--- src/rtl/traffic_phase_arbiter.sv ---
// Round-robin green-phase scheduler for an intersection: latches sensor requests,
// serves one phase at a time and sequences green, yellow and all-red clearance.
module traffic_phase_arbiter #(
  parameter int N_PHASE   = 4,
  parameter int MIN_GREEN = 5,
  parameter int MAX_GREEN = 10,
  parameter int YELLOW    = 2,
  parameter int ALL_RED   = 1
) (
  input  logic                   clk,
  input  logic                   reset,
  input  logic [N_PHASE-1:0]     req,
  input  logic                   hold,
  output logic [2*N_PHASE-1:0]   lights,
  output logic [N_PHASE-1:0]     grant,
  output logic [N_PHASE-1:0]     pending,
  output logic                   busy
);

  localparam int IDX_W    = (N_PHASE > 1) ? $clog2(N_PHASE) : 1;
  localparam int CTR_TOP0 = (MAX_GREEN > YELLOW) ? MAX_GREEN : YELLOW;
  localparam int CTR_TOP  = (CTR_TOP0 > ALL_RED) ? CTR_TOP0 : ALL_RED;
  localparam int CTR_W    = (CTR_TOP > 0) ? $clog2(CTR_TOP + 1) : 1;

  localparam logic [CTR_W-1:0] MIN_G_LAST = CTR_W'(MIN_GREEN - 1);
  localparam logic [CTR_W-1:0] MAX_G_LAST = CTR_W'(MAX_GREEN - 1);
  localparam logic [CTR_W-1:0] YEL_LAST   = CTR_W'(YELLOW - 1);
  localparam logic [CTR_W-1:0] RED_LAST   = CTR_W'(ALL_RED - 1);
  localparam logic [CTR_W-1:0] CTR_ONE    = CTR_W'(1);
  localparam logic [IDX_W-1:0] LAST_RST   = IDX_W'(N_PHASE - 1);

  typedef enum logic [1:0] {
    ST_IDLE   = 2'd0,
    ST_GREEN  = 2'd1,
    ST_YELLOW = 2'd2,
    ST_CLEAR  = 2'd3
  } state_t;

  state_t             state_reg, state_next;
  logic [CTR_W-1:0]   ctr_reg, ctr_next;
  logic [IDX_W-1:0]   cur_reg, cur_next;
  logic [IDX_W-1:0]   last_reg, last_next;
  logic [N_PHASE-1:0] pending_reg, pending_next;

  logic [N_PHASE-1:0] eff;
  logic [N_PHASE-1:0] others;
  logic [N_PHASE-1:0] cur_onehot;
  logic [N_PHASE-1:0] sel_onehot;
  logic [IDX_W-1:0]   sel_idx;
  logic               start_green;
  logic               in_service;

  assign eff        = pending_reg | req;
  assign others     = eff & ~cur_onehot;
  assign in_service = (state_reg == ST_GREEN) || (state_reg == ST_YELLOW);

  // Rotating priority search: the phase after the last-granted one wins first.
  always_comb begin
    int  p;
    logic found;
    sel_idx = last_reg;
    found   = 1'b0;
    p       = 0;
    for (int k = 1; k <= N_PHASE; k++) begin
      p = (int'(last_reg) + k) % N_PHASE;
      if (!found && eff[p[IDX_W-1:0]]) begin
        sel_idx = p[IDX_W-1:0];
        found   = 1'b1;
      end
    end
  end

  generate
    for (genvar gi = 0; gi < N_PHASE; gi++) begin : g_phase
      assign cur_onehot[gi] = (cur_reg == IDX_W'(gi));
      assign sel_onehot[gi] = (sel_idx == IDX_W'(gi));
      assign grant[gi]      = cur_onehot[gi] & in_service;
      assign lights[2*gi +: 2] =
        !cur_onehot[gi]            ? 2'b00 :
        (state_reg == ST_GREEN)    ? 2'b10 :
        (state_reg == ST_YELLOW)   ? 2'b01 : 2'b00;
    end
  endgenerate

  assign busy    = (state_reg != ST_IDLE);
  assign pending = pending_reg;

  always_comb begin
    state_next  = state_reg;
    ctr_next    = ctr_reg;
    cur_next    = cur_reg;
    last_next   = last_reg;
    start_green = 1'b0;

    case (state_reg)
      ST_IDLE: begin
        if ((eff != '0) && !hold) start_green = 1'b1;
      end
      ST_GREEN: begin
        // Gap-out once minimum green is served, max-out only when someone else waits.
        if (((ctr_reg >= MIN_G_LAST) && !req[cur_reg]) ||
            ((others != '0) && (ctr_reg == MAX_G_LAST))) begin
          state_next = ST_YELLOW;
          ctr_next   = '0;
        end else if (ctr_reg < MAX_G_LAST) begin
          ctr_next = ctr_reg + CTR_ONE;
        end
      end
      ST_YELLOW: begin
        if (ctr_reg == YEL_LAST) begin
          state_next = ST_CLEAR;
          ctr_next   = '0;
        end else begin
          ctr_next = ctr_reg + CTR_ONE;
        end
      end
      ST_CLEAR: begin
        if (ctr_reg == RED_LAST) begin
          ctr_next = '0;
          if ((eff != '0) && !hold) start_green = 1'b1;
          else                      state_next  = ST_IDLE;
        end else begin
          ctr_next = ctr_reg + CTR_ONE;
        end
      end
      default: begin
        state_next = ST_IDLE;
        ctr_next   = '0;
      end
    endcase

    if (start_green) begin
      state_next = ST_GREEN;
      cur_next   = sel_idx;
      last_next  = sel_idx;
      ctr_next   = '0;
    end
  end

  // The served phase's own sensor is ignored while it holds the road; clear beats set.
  always_comb begin
    pending_next = (pending_reg | (req & ~(in_service ? cur_onehot : '0)))
                 & ~(start_green ? sel_onehot : '0);
  end

  always_ff @(posedge clk or negedge reset) begin
    if (!reset) begin
      state_reg   <= ST_IDLE;
      ctr_reg     <= '0;
      cur_reg     <= '0;
      last_reg    <= LAST_RST;
      pending_reg <= '0;
    end else begin
      state_reg   <= state_next;
      ctr_reg     <= ctr_next;
      cur_reg     <= cur_next;
      last_reg    <= last_next;
      pending_reg <= pending_next;
    end
  end

endmodule

--- config.mk ---
export PLATFORM = sky130hd
export DESIGN_NAME = traffic_phase_arbiter
export DESIGN_NICKNAME = d
export VERILOG_FILES = /design/src/rtl/traffic_phase_arbiter.sv
export SDC_FILE = /design/constraint.sdc
export NUM_CORES = 1
export LEC_CHECK = 0
export ABC_AREA = 1
export ABC_CLOCK_PERIOD_IN_PS = 1500
export CAP_MARGIN = 20
export CORE_MARGIN = 2
export CORE_UTILIZATION = 48
export DETAILED_ROUTE_END_ITERATION = 8
export PLACE_DENSITY = 0.72
export SYNTH_ARGS = -nofsm -noshare
export SYNTH_HDL_FRONTEND = slang
export SYNTH_SLANG_ARGS = --single-unit
--- constraint.sdc ---
create_clock -name clk -period 1.5 [get_ports clk]
set_input_delay 0.375 -clock clk [delete_from_list [all_inputs] [get_ports clk]]
set_output_delay 0.375 -clock clk [all_outputs]
set_load 0.02 [all_outputs]
==> impl_metrics.env, run 1 <==
export IMPL_nFillCells=87
export IMPL_placed_area_sq_um=1940
export IMPL_die_w_um=57.7
export IMPL_cp_end_kind="flop"
export IMPL_violations="setup timing"
export IMPL_grt_pass1_wl_mm=7.98
export IMPL_rsz0062_at_grt="true"
export IMPL_maxCapViolCount=0
export IMPL_crit_path_max_incr_delay_ns=0.62
export IMPL_dr_first_iter_drc_count=292
export IMPL_r2r_end="last_reg[0]"
export IMPL_syn_nets=229
export IMPL_synth_warnings=0
export IMPL_cp_arrival_ns=2.22
export IMPL_final_nets=316
export IMPL_r2r_slack_ns=-0.46
export IMPL_postSynthCellCount=212
export IMPL_hold_violations=0
export IMPL_clockRootBuffer="clkbuf_4"
export IMPL_drtPass1Iterations=5
export IMPL_path_cells="buf_6 > nand2_2 > nand2_2 > nand2_2 > nand2_2 > nand4_1 > nand2_1 > nand2_2 > buf_4 > o21ai_2"
export IMPL_htreeDepth=1
export IMPL_crit_required_ns=1.75
export IMPL_fin_worst_skew_ns=0.00909
export IMPL_syn_mean_instance_area_sq_um=6.54
export IMPL_grt_pass1_vias=1661
export IMPL_grt_total_usage_pct=31.4
export IMPL_slew_viol_final=0
export IMPL_syn_area_sq_um=1390
export IMPL_routed_wl_mm=6.98
export IMPL_cts_made_buffers=3
export IMPL_drc=0
export IMPL_cts_tree="built"
export IMPL_max_slew_margin_rel_pct=73.0
export IMPL_synth_seq_cells=14
export IMPL_yosysSeqAreaShare_pct=25.5
export IMPL_clock_sinks=14
export IMPL_regToRegStartpoint="last_reg[0]"
export IMPL_areaGrowthSynthToFinish_pct=85.6
export IMPL_cts_hold_buffers=0
export IMPL_core_sq_um=2760
export IMPL_synth_async_reset_ratio_pct=100
export IMPL_clock_path_buffers=2
export IMPL_post_route_util_pct=93.3
export IMPL_port_buffers=23
export IMPL_crit_type="flop to flop"
export IMPL_power_total_mw=6.59
export IMPL_antenna_found_initial=0
export IMPL_netlist_top_cells_area="dfrtp_1, nand2_1, ha_1, nand2_2, nor2_1"
export IMPL_synth_edf_count=0
export IMPL_die_h_um=57.7
export IMPL_fmax_mhz=509
export IMPL_viasPerCell=6.22
export IMPL_cp_common_cell="nand2_2"
export IMPL_initial_utilization_pct=50.3
export IMPL_clkSlewWorstSetupHoldPaths_ns=0.11
export IMPL_rows=19
export IMPL_design_area_sq_um=2570
export IMPL_powerDensity_nw_per_um2=2560
export IMPL_grt_max_degree=15
export IMPL_status="finished with violations"
export IMPL_synth_cell_types=25
export IMPL_stdcell_count=329
export IMPL_p_leak_nw=1.32
export IMPL_synth_flop_cell="dfrtp_1"
export IMPL_finalSetupViolCount=27
export IMPL_dp_slack_ns=-0.518
export IMPL_drive_above_1_share_pct=61.4
export IMPL_routed_via_count=2046
export IMPL_slowest_stage="dfstp_2"
export IMPL_ant_nets=0
export IMPL_min_path_type="input port to async pin"
export IMPL_ioPinCount=24
export IMPL_grt_ovfl_total=0
export IMPL_worst_slack_ns=-0.463
export IMPL_ff2ff_path_depth=10
export IMPL_synth_area_leader_cell="dfrtp_1"
export IMPL_n_antenna_cell=0
export IMPL_hpwlAfterDp_mm=3.06
export IMPL_worst_path_max_fanout=5
export IMPL_period_needed_ns=1.96
export IMPL_ir_worst_vdd_uv=2310
export IMPL_wl_per_cell_um=21.2
export IMPL_synth_top_area_share_pct=21.7
export IMPL_dp_cells=301
export IMPL_period_share_pct=131
export IMPL_gp_congestion=0.904
export IMPL_clk_latency_ns=0.32
export IMPL_start_kind="flop"
export IMPL_worstMarginPinSlew_ns=0.401
export IMPL_die_area_sq_um=3330
-- through the flow --
stage	setup TNS, ns	hold slack (ns)
2_1_floorplan	-0.0618	0.0794
3_3_place_gp	-10.48	0.540
3_5_place_dp	-11.31	0.554
4_1_cts	-3.94	0.394
5_1_grt	-9.36	0.393
6_report	-8.35	0.371
-- logic make-up after synthesis --
logic type,after synthesis,share of synthesized area (%)
compound gates,18,8.21
flops,14,25.5
buf+inv,26,8.12
simple gates,144,49.2
fa+ha+maj,10,9.03
-- cells in the final DEF (no fill, tap or decap), types with 3 or more instances in the layout --
master | synthesis | layout
ha_1 | 10 | 5
nor2_2 | 2 | 7
buf_4 | 0 | 51
o21ai_0 | 6 | 3
nand2_1 | 61 | 46
ha_4 | 0 | 5
nand4_1 | 7 | 7
nand3_1 | 17 | 7
nand2_4 | 0 | 15
nor2_4 | 1 | 16
inv_8 | 1 | 3
inv_1 | 21 | 10
clkbuf_4 | 0 | 3
nand3_2 | 3 | 13
o21ai_1 | 4 | 3
o21ai_2 | 1 | 5
inv_2 | 3 | 10
dlygate4sd2_1 | 0 | 5
nand2_2 | 18 | 18
dfrtp_1 | 12 | 11
nor2_1 | 30 | 10
buf_6 | 1 | 21
a21oi_2 | 0 | 3
-- synthesized netlist by cell type, types with 2 or more instances --
library cell,count
a21oi_1,4
nand4_1,7
nand2_1,61
nand3_2,3
o21ai_0,6
nor2_1,30
ha_1,10
nand3_1,17
dfrtp_1,12
nand2_2,18
nor2_2,2
nor3_1,3
inv_1,21
inv_2,3
o21ai_1,4
dfstp_2,2
-- final cells by class --
type	instances	area, sq um	share of cell area (%)
clock buffers	4	26.3	1.02
inverters	25	124	4.81
multi-input cells	172	1310	51.0
flip-flops and latches	14	354	13.8
well taps	31	38.8	1.51
repair buffers	82	711	27.6
repair inverters	1	6.26	0.243
-- per-layer routing --
| layer | share of wire (%) | wire (um) | vias to the layer above | global-route usage (%) |
|---|---|---|---|---|
| met1 | 35 | 2450 | 951 | 40.1 |
| met4 | 8.0 | 558 | 0 | 10.6 |
| met2 | 48 | 3330 | 176 | 54.1 |
| li1 | - | - | 856 | - |
| met3 | 9.1 | 637 | 63 | 4.69 |
| met5 | 0 | 0 | - | 0 |
-- power breakdown --
part	switching, mW	internal [mW]
sequential	0.228	0.575
combinational	3.25	2.26
clock	0.164	0.104
total	3.64	2.94
-- repair_timing --
item	CTS	global route
pin swaps	28	23
endpoints found under the setup margin	31	28
gates resized for setup	140	64
buffers inserted	10	13
gates cloned	1	0
-- how the worst max path moves through the flow --
| stage | startpoint | end | slack [ns] | depth (start not counted) |
|---|---|---|---|---|
| after CTS | state_reg[1] | lights[0] | -0.20 | 5 |
| after global placement | req[3] | state_reg[1] | -0.47 | 10 |
| after floorplan | ctr_reg[0] | pending[0] | -0.03 | 11 |
| after global routing | cur_reg[0] | ctr_reg[1] | -0.54 | 10 |
| after detailed placement | req[0] | cur_reg[1] | -0.52 | 13 |
| final | last_reg[0] | last_reg[0] | -0.46 | 10 |
-- critical path: cells and delay by family, from the launching register on --
family,cells,cell delay [ns]
DFF,1,0.62
AOI/OAI and AO/OA,1,0.06
buffers and inverters,2,0.33
and+or+nand+nor,7,0.88
(Power assumes the default switching activity.)
==> run 2, diff against run 1 <==
--- a/config.mk
+++ b/config.mk
@@ -5,13 +5,12 @@
 export SDC_FILE = /design/constraint.sdc
 export NUM_CORES = 1
 export LEC_CHECK = 0
-export ABC_AREA = 1
 export ABC_CLOCK_PERIOD_IN_PS = 1500
 export CAP_MARGIN = 20
 export CORE_MARGIN = 2
-export CORE_UTILIZATION = 48
+export CORE_UTILIZATION = 45
 export DETAILED_ROUTE_END_ITERATION = 8
-export PLACE_DENSITY = 0.72
+export PLACE_DENSITY = 0.71
 export SYNTH_ARGS = -nofsm -noshare
 export SYNTH_HDL_FRONTEND = slang
 export SYNTH_SLANG_ARGS = --single-unit
==> run 2 against run 1 <==
  * Synthesized cell count down 38%
  * Synthesized area down 19%
  * The run now fails in global routing
==> impl_metrics.env, run 2 <==
export IMPL_synth_async_reset_ratio_pct=100
export IMPL_port_buffers=23
export IMPL_rows=18
export IMPL_die_h_um=54.0
export IMPL_clock_path_buffers=2
export IMPL_clock_sinks=14
export IMPL_antenna_found_initial=0
export IMPL_yosysMostFrequentCell="nor2_1"
export IMPL_gp_congestion=0.934
export IMPL_haltStage="global routing"
export IMPL_syn_mean_instance_area_sq_um=8.52
export IMPL_cts_hold_buffers=0
export IMPL_syn_area_sq_um=1120
export IMPL_grt_max_degree=15
export IMPL_netlist_top_cells_area="dfrtp_1, ha_1, dfstp_2, nor2_1, inv_1"
export IMPL_synth_warnings=0
export IMPL_synth_edf_count=0
export IMPL_worst_endpoint_kind="register input"
export IMPL_synth_cell_types=41
export IMPL_firstError="[ERROR DPL-0033] detailed placement checks failed during check placement."
export IMPL_die_w_um=54.0
export IMPL_hpwlAfterDp_mm=2.63
export IMPL_worstEndpointGrtRepair="ctr_reg[2]$_DFFE_PN0P_/D"
export IMPL_yosysSeqAreaShare_pct=31.4
export IMPL_synth_area_leader_cell="dfrtp_1"
export IMPL_htreeDepth=1
export IMPL_clockRootBuffer="clkbuf_4"
export IMPL_initial_utilization_pct=46.2
export IMPL_synth_flop_cell="dfrtp_1"
export IMPL_ioPinCount=24
export IMPL_syn_nets=149
export IMPL_cts_made_buffers=3
export IMPL_status="aborted with a tool error"
export IMPL_synth_top_area_share_pct=26.7
export IMPL_netlist_top_cells_count="nor2_1, inv_1, dfrtp_1, ha_1"
export IMPL_synth_seq_cells=14
export IMPL_postSynthCellCount=132
[run 2: cell types whose count changed after synthesis, moves of 8 or more]
cell / previous run / this run
nand2_2: 18 / 0
nand2_1: 61 / 8
nor2_1: 30 / 14
inv_1: 21 / 13
nand3_1: 17 / 3
[run 2: what timing repair did]
action                                  in CTS
buffers inserted                             8
endpoints found under the hold margin        0
endpoints found under the setup margin      31
gates resized for setup                    135
pin swaps                                    9
[run 2: stage by stage]
step                std cells  utilization [%]  cell area, sq um  TNS (ns)  setup WS (ns)
floorplan                 132                -              1170     -3.33         -0.627
global placement          225             71.5              1740    -16.58          -1.04
detailed placement        225             71.5              1740    -17.52          -1.09
CTS                       237             81.2              1980     -7.91         -0.526
[run 2: kinds of logic after synthesis]
kind of cell               after synthesis  synth area share [%]
buffers and inverters                   16                  6.12
muxes                                    3                  4.23
DFF                                     14                  31.4
and+or+nand+nor                         51                  22.9
AOI/OAI and AO/OA                       38                  24.3
adders and majority gates               10                  11.1
==> run 3, diff against run 2 <==
==> config.mk (replaced) <==
export PLATFORM = sky130hd
export DESIGN_NAME = traffic_phase_arbiter
export DESIGN_NICKNAME = d
export VERILOG_FILES = /design/src/rtl/traffic_phase_arbiter.sv
export SDC_FILE = /design/constraint.sdc
export NUM_CORES = 1
export LEC_CHECK = 0
export ABC_CLOCK_PERIOD_IN_PS = 2000
export CAP_MARGIN = 20
export CORE_AREA = 2 2 63 65
export DETAILED_ROUTE_END_ITERATION = 8
export DIE_AREA = 0 0 65 67
export PLACE_DENSITY_LB_ADDON = 0.15
export SYNTH_ARGS = -nofsm -noshare
export SYNTH_HDL_FRONTEND = slang
export SYNTH_SLANG_ARGS = --single-unit
==> constraint.sdc (replaced) <==
create_clock -name clk -period 2 [get_ports clk]
set_input_delay 0.5 -clock clk [delete_from_list [all_inputs] [get_ports clk]]
set_output_delay 0.5 -clock clk [all_outputs]
set_load 0.02 [all_outputs]
==> run 3 against run 2 <==
  * Synthesized area stayed put
  * Synthesized cell count did not move
  * The flow now finishes, with violations (setup timing)
==> impl_metrics.env, run 3 <==
export IMPL_status="finished with violations"
export IMPL_violations="setup timing"
export IMPL_synth_top_family_by_area="compound AO/OA/AOI/OAI gates"
export IMPL_synth_area_leader_cell="dfrtp_1"
export IMPL_min_delay_path_depth=2
export IMPL_fmax_mhz=484
export IMPL_syn_nets=149
export IMPL_max_slew_margin_rel_pct=71.1
export IMPL_clock_path_buffers=2
export IMPL_areaGrowthSynthToFinish_pct=67.9
export IMPL_routed_via_count=1219
export IMPL_rsz0062_at_grt="true"
export IMPL_die_w_um=65
export IMPL_drtPass1Iterations=4
export IMPL_drc=0
export IMPL_clock_sinks=14
export IMPL_synth_top_area_share_pct=26.7
export IMPL_cts_made_buffers=3
export IMPL_nFillCells=335
export IMPL_grt_pass1_vias=1167
export IMPL_core_sq_um=3610
export IMPL_clockRootBuffer="clkbuf_8"
export IMPL_r2r_end="ctr_reg[2]"
export IMPL_netlist_top_cells_count="nor2_1, inv_1, dfrtp_1, ha_1"
export IMPL_powerDensity_nw_per_um2=1700
export IMPL_gp_congestion=0.859
export IMPL_synth_seq_cells=14
export IMPL_worst_slack_ns=-0.0659
export IMPL_grt_ovfl_total=0
export IMPL_stdcell_count=251
export IMPL_cts_tree="built"
export IMPL_cp_end_kind="flop"
export IMPL_wl_per_cell_um=13.1
export IMPL_n_antenna_cell=0
export IMPL_grt_pass1_wl_mm=5.23
export IMPL_layout_commonest_cell="buf_4"
export IMPL_hpwlAfterDp_mm=2.54
export IMPL_ant_nets=0
export IMPL_synth_async_reset_ratio_pct=100
export IMPL_drive_above_1_share_pct=53.7
export IMPL_ir_worst_vdd_uv=658
export IMPL_crit_required_ns=2.15
export IMPL_htreeDepth=1
export IMPL_dp_slack_ns=-0.705
export IMPL_hold_slack_ns=0.539
export IMPL_synth_edf_count=0
export IMPL_hold_violations=0
export IMPL_routed_wl_mm=3.29
export IMPL_maxCapViolCount=0
export IMPL_p_leak_nw=0.885
export IMPL_ff2ff_path_depth=6
export IMPL_die_h_um=67
export IMPL_worst_path_max_fanout=6
export IMPL_ioPinCount=24
export IMPL_yosysSeqAreaShare_pct=31.4
export IMPL_dr_first_iter_drc_count=62
export IMPL_slew_viol_final=0
export IMPL_syn_area_sq_um=1120
export IMPL_synth_cell_types=41
export IMPL_min_path_type="flop to flop"
export IMPL_synth_warnings=0
export IMPL_fin_worst_skew_ns=0.00376
export IMPL_finalSetupViolCount=2
export IMPL_synth_flop_cell="dfrtp_1"
export IMPL_clkSlewWorstSetupHoldPaths_ns=0.06
export IMPL_synth_adder_area_share_pct=11.1
export IMPL_r2r_slack_ns=-0.07
export IMPL_die_area_sq_um=4360
export IMPL_crit_path_end="ctr_reg[2]"
export IMPL_worstMarginPinSlew_ns=0.428
export IMPL_grt_total_usage_pct=15.5
export IMPL_port_buffers=23
export IMPL_final_cell_mix="buf_4, nor2_1, inv_1, buf_2"
export IMPL_period_share_pct=103
export IMPL_postSynthCellCount=132
export IMPL_rows=22
export IMPL_clk_latency_ns=0.25
export IMPL_yosys_area_share_simple_pct=22.9
export IMPL_synth_compound_area_share_pct=24.2
export IMPL_period_needed_ns=2.07
export IMPL_synth_mux_area_fraction_pct=4.23
export IMPL_dp_cells=244
export IMPL_netlist_top_cells_area="dfrtp_1, ha_1, dfstp_2, nor2_1, inv_1"
export IMPL_regToRegStartpoint="state_reg[1]"
export IMPL_crit_start="state_reg[1]"
export IMPL_yosysMostFrequentCell="nor2_1"
export IMPL_setup_tns_ns=-0.0828
export IMPL_syn_mean_instance_area_sq_um=8.52
export IMPL_initial_utilization_pct=31.2
export IMPL_viasPerCell=4.86
export IMPL_post_route_util_pct=52.4
export IMPL_crit_type="flop to flop"
export IMPL_final_nets=221
export IMPL_antenna_found_initial=0
export IMPL_grt_max_degree=15
export IMPL_start_kind="flop"
export IMPL_synth_xor_xnor_area_share_pct=0
export IMPL_cp_arrival_ns=2.22
-- run 3: cell counts after synthesis --
Identical to the previous run, type by type.
-- run 3: kinds of logic after synthesis --
group	after synthesis
multiplexers	3
AO/OA/AOI/OAI	38
AND/OR/NAND/NOR	51
buffers and inverters	16
flip-flops	14
adder cells (fa/ha/maj)	10
-- run 3: power by group --
part | internal, mW | leakage, nW | switching, mW
combinational | 1.24 | 0.706 | 1.12
clock | 0.175 | 0.0288 | 0.0991
sequential | 0.430 | 0.150 | 0.154
total | 1.85 | 0.885 | 1.37
-- run 3: cell type report --
class	instances	area, sq um	share of cell area [%]
flip-flops and latches	14	363	19.2
multi-input cells	102	832	44.1
clock buffers	4	55.1	2.92
well taps	48	60.1	3.18
repair buffers	70	524	27.8
inverters	13	53.8	2.85
-- run 3: worst max-delay path, cell delays in order, from the launching register on --
cell and delay, ns:
dfrtp_2 0.47, inv_4 0.10, ha_4 0.22, or3_4 0.41
a22o_4 0.23, or4_4 0.47, o311ai_2 0.08
-- run 3: worst min-delay path by stage --
stage / start / to / slack, ns
floorplan: reset / ctr_reg[0] / 0.20
global placement: last_reg[0] / last_reg[0] / 0.52
detailed placement: last_reg[0] / last_reg[0] / 0.54
CTS: last_reg[0] / last_reg[0] / 0.55
global route: last_reg[0] / last_reg[0] / 0.58
finish: last_reg[0] / last_reg[0] / 0.54
-- run 3: per-layer routing --
layer  global-route usage, %  vias to the layer above  part of all wire, %
met5                       0                        -                    0
met4                    6.38                        0                  1.1
met3                    1.18                        4                  3.8
met2                    26.3                       25                   49
met1                    20.3                      579                   47
li1                        -                      611                    -
-- run 3: through the flow --
step | power, mW | cell area (sq um)
floorplan | 1.65 | 1140
global placement | 2.67 | 1740
detailed placement | 2.70 | 1740
CTS | 3.05 | 1830
global route | 3.48 | 1890
finish | 3.22 | 1890
-- run 3: timing repair --
action / in CTS / in global routing
setup buffers: 3 / 0
gates cloned: 0 / 0
pin swaps: 3 / 9
endpoints found under the setup margin: 27 / 18
resized for setup: 59 / 39
hold buffers: 0 / 0
==> run 4, diff against run 3 <==
--- a/config.mk
+++ b/config.mk
@@ -10,6 +10,7 @@
 export CORE_AREA = 2 2 63 65
 export DETAILED_ROUTE_END_ITERATION = 8
 export DIE_AREA = 0 0 65 67
+export GPL_ROUTABILITY_DRIVEN = 1
 export PLACE_DENSITY_LB_ADDON = 0.15
 export SYNTH_ARGS = -nofsm -noshare
 export SYNTH_HDL_FRONTEND = slang
==> results of run 4 <==
The final DEF is identical to that of run 3; final timing and power are the same.
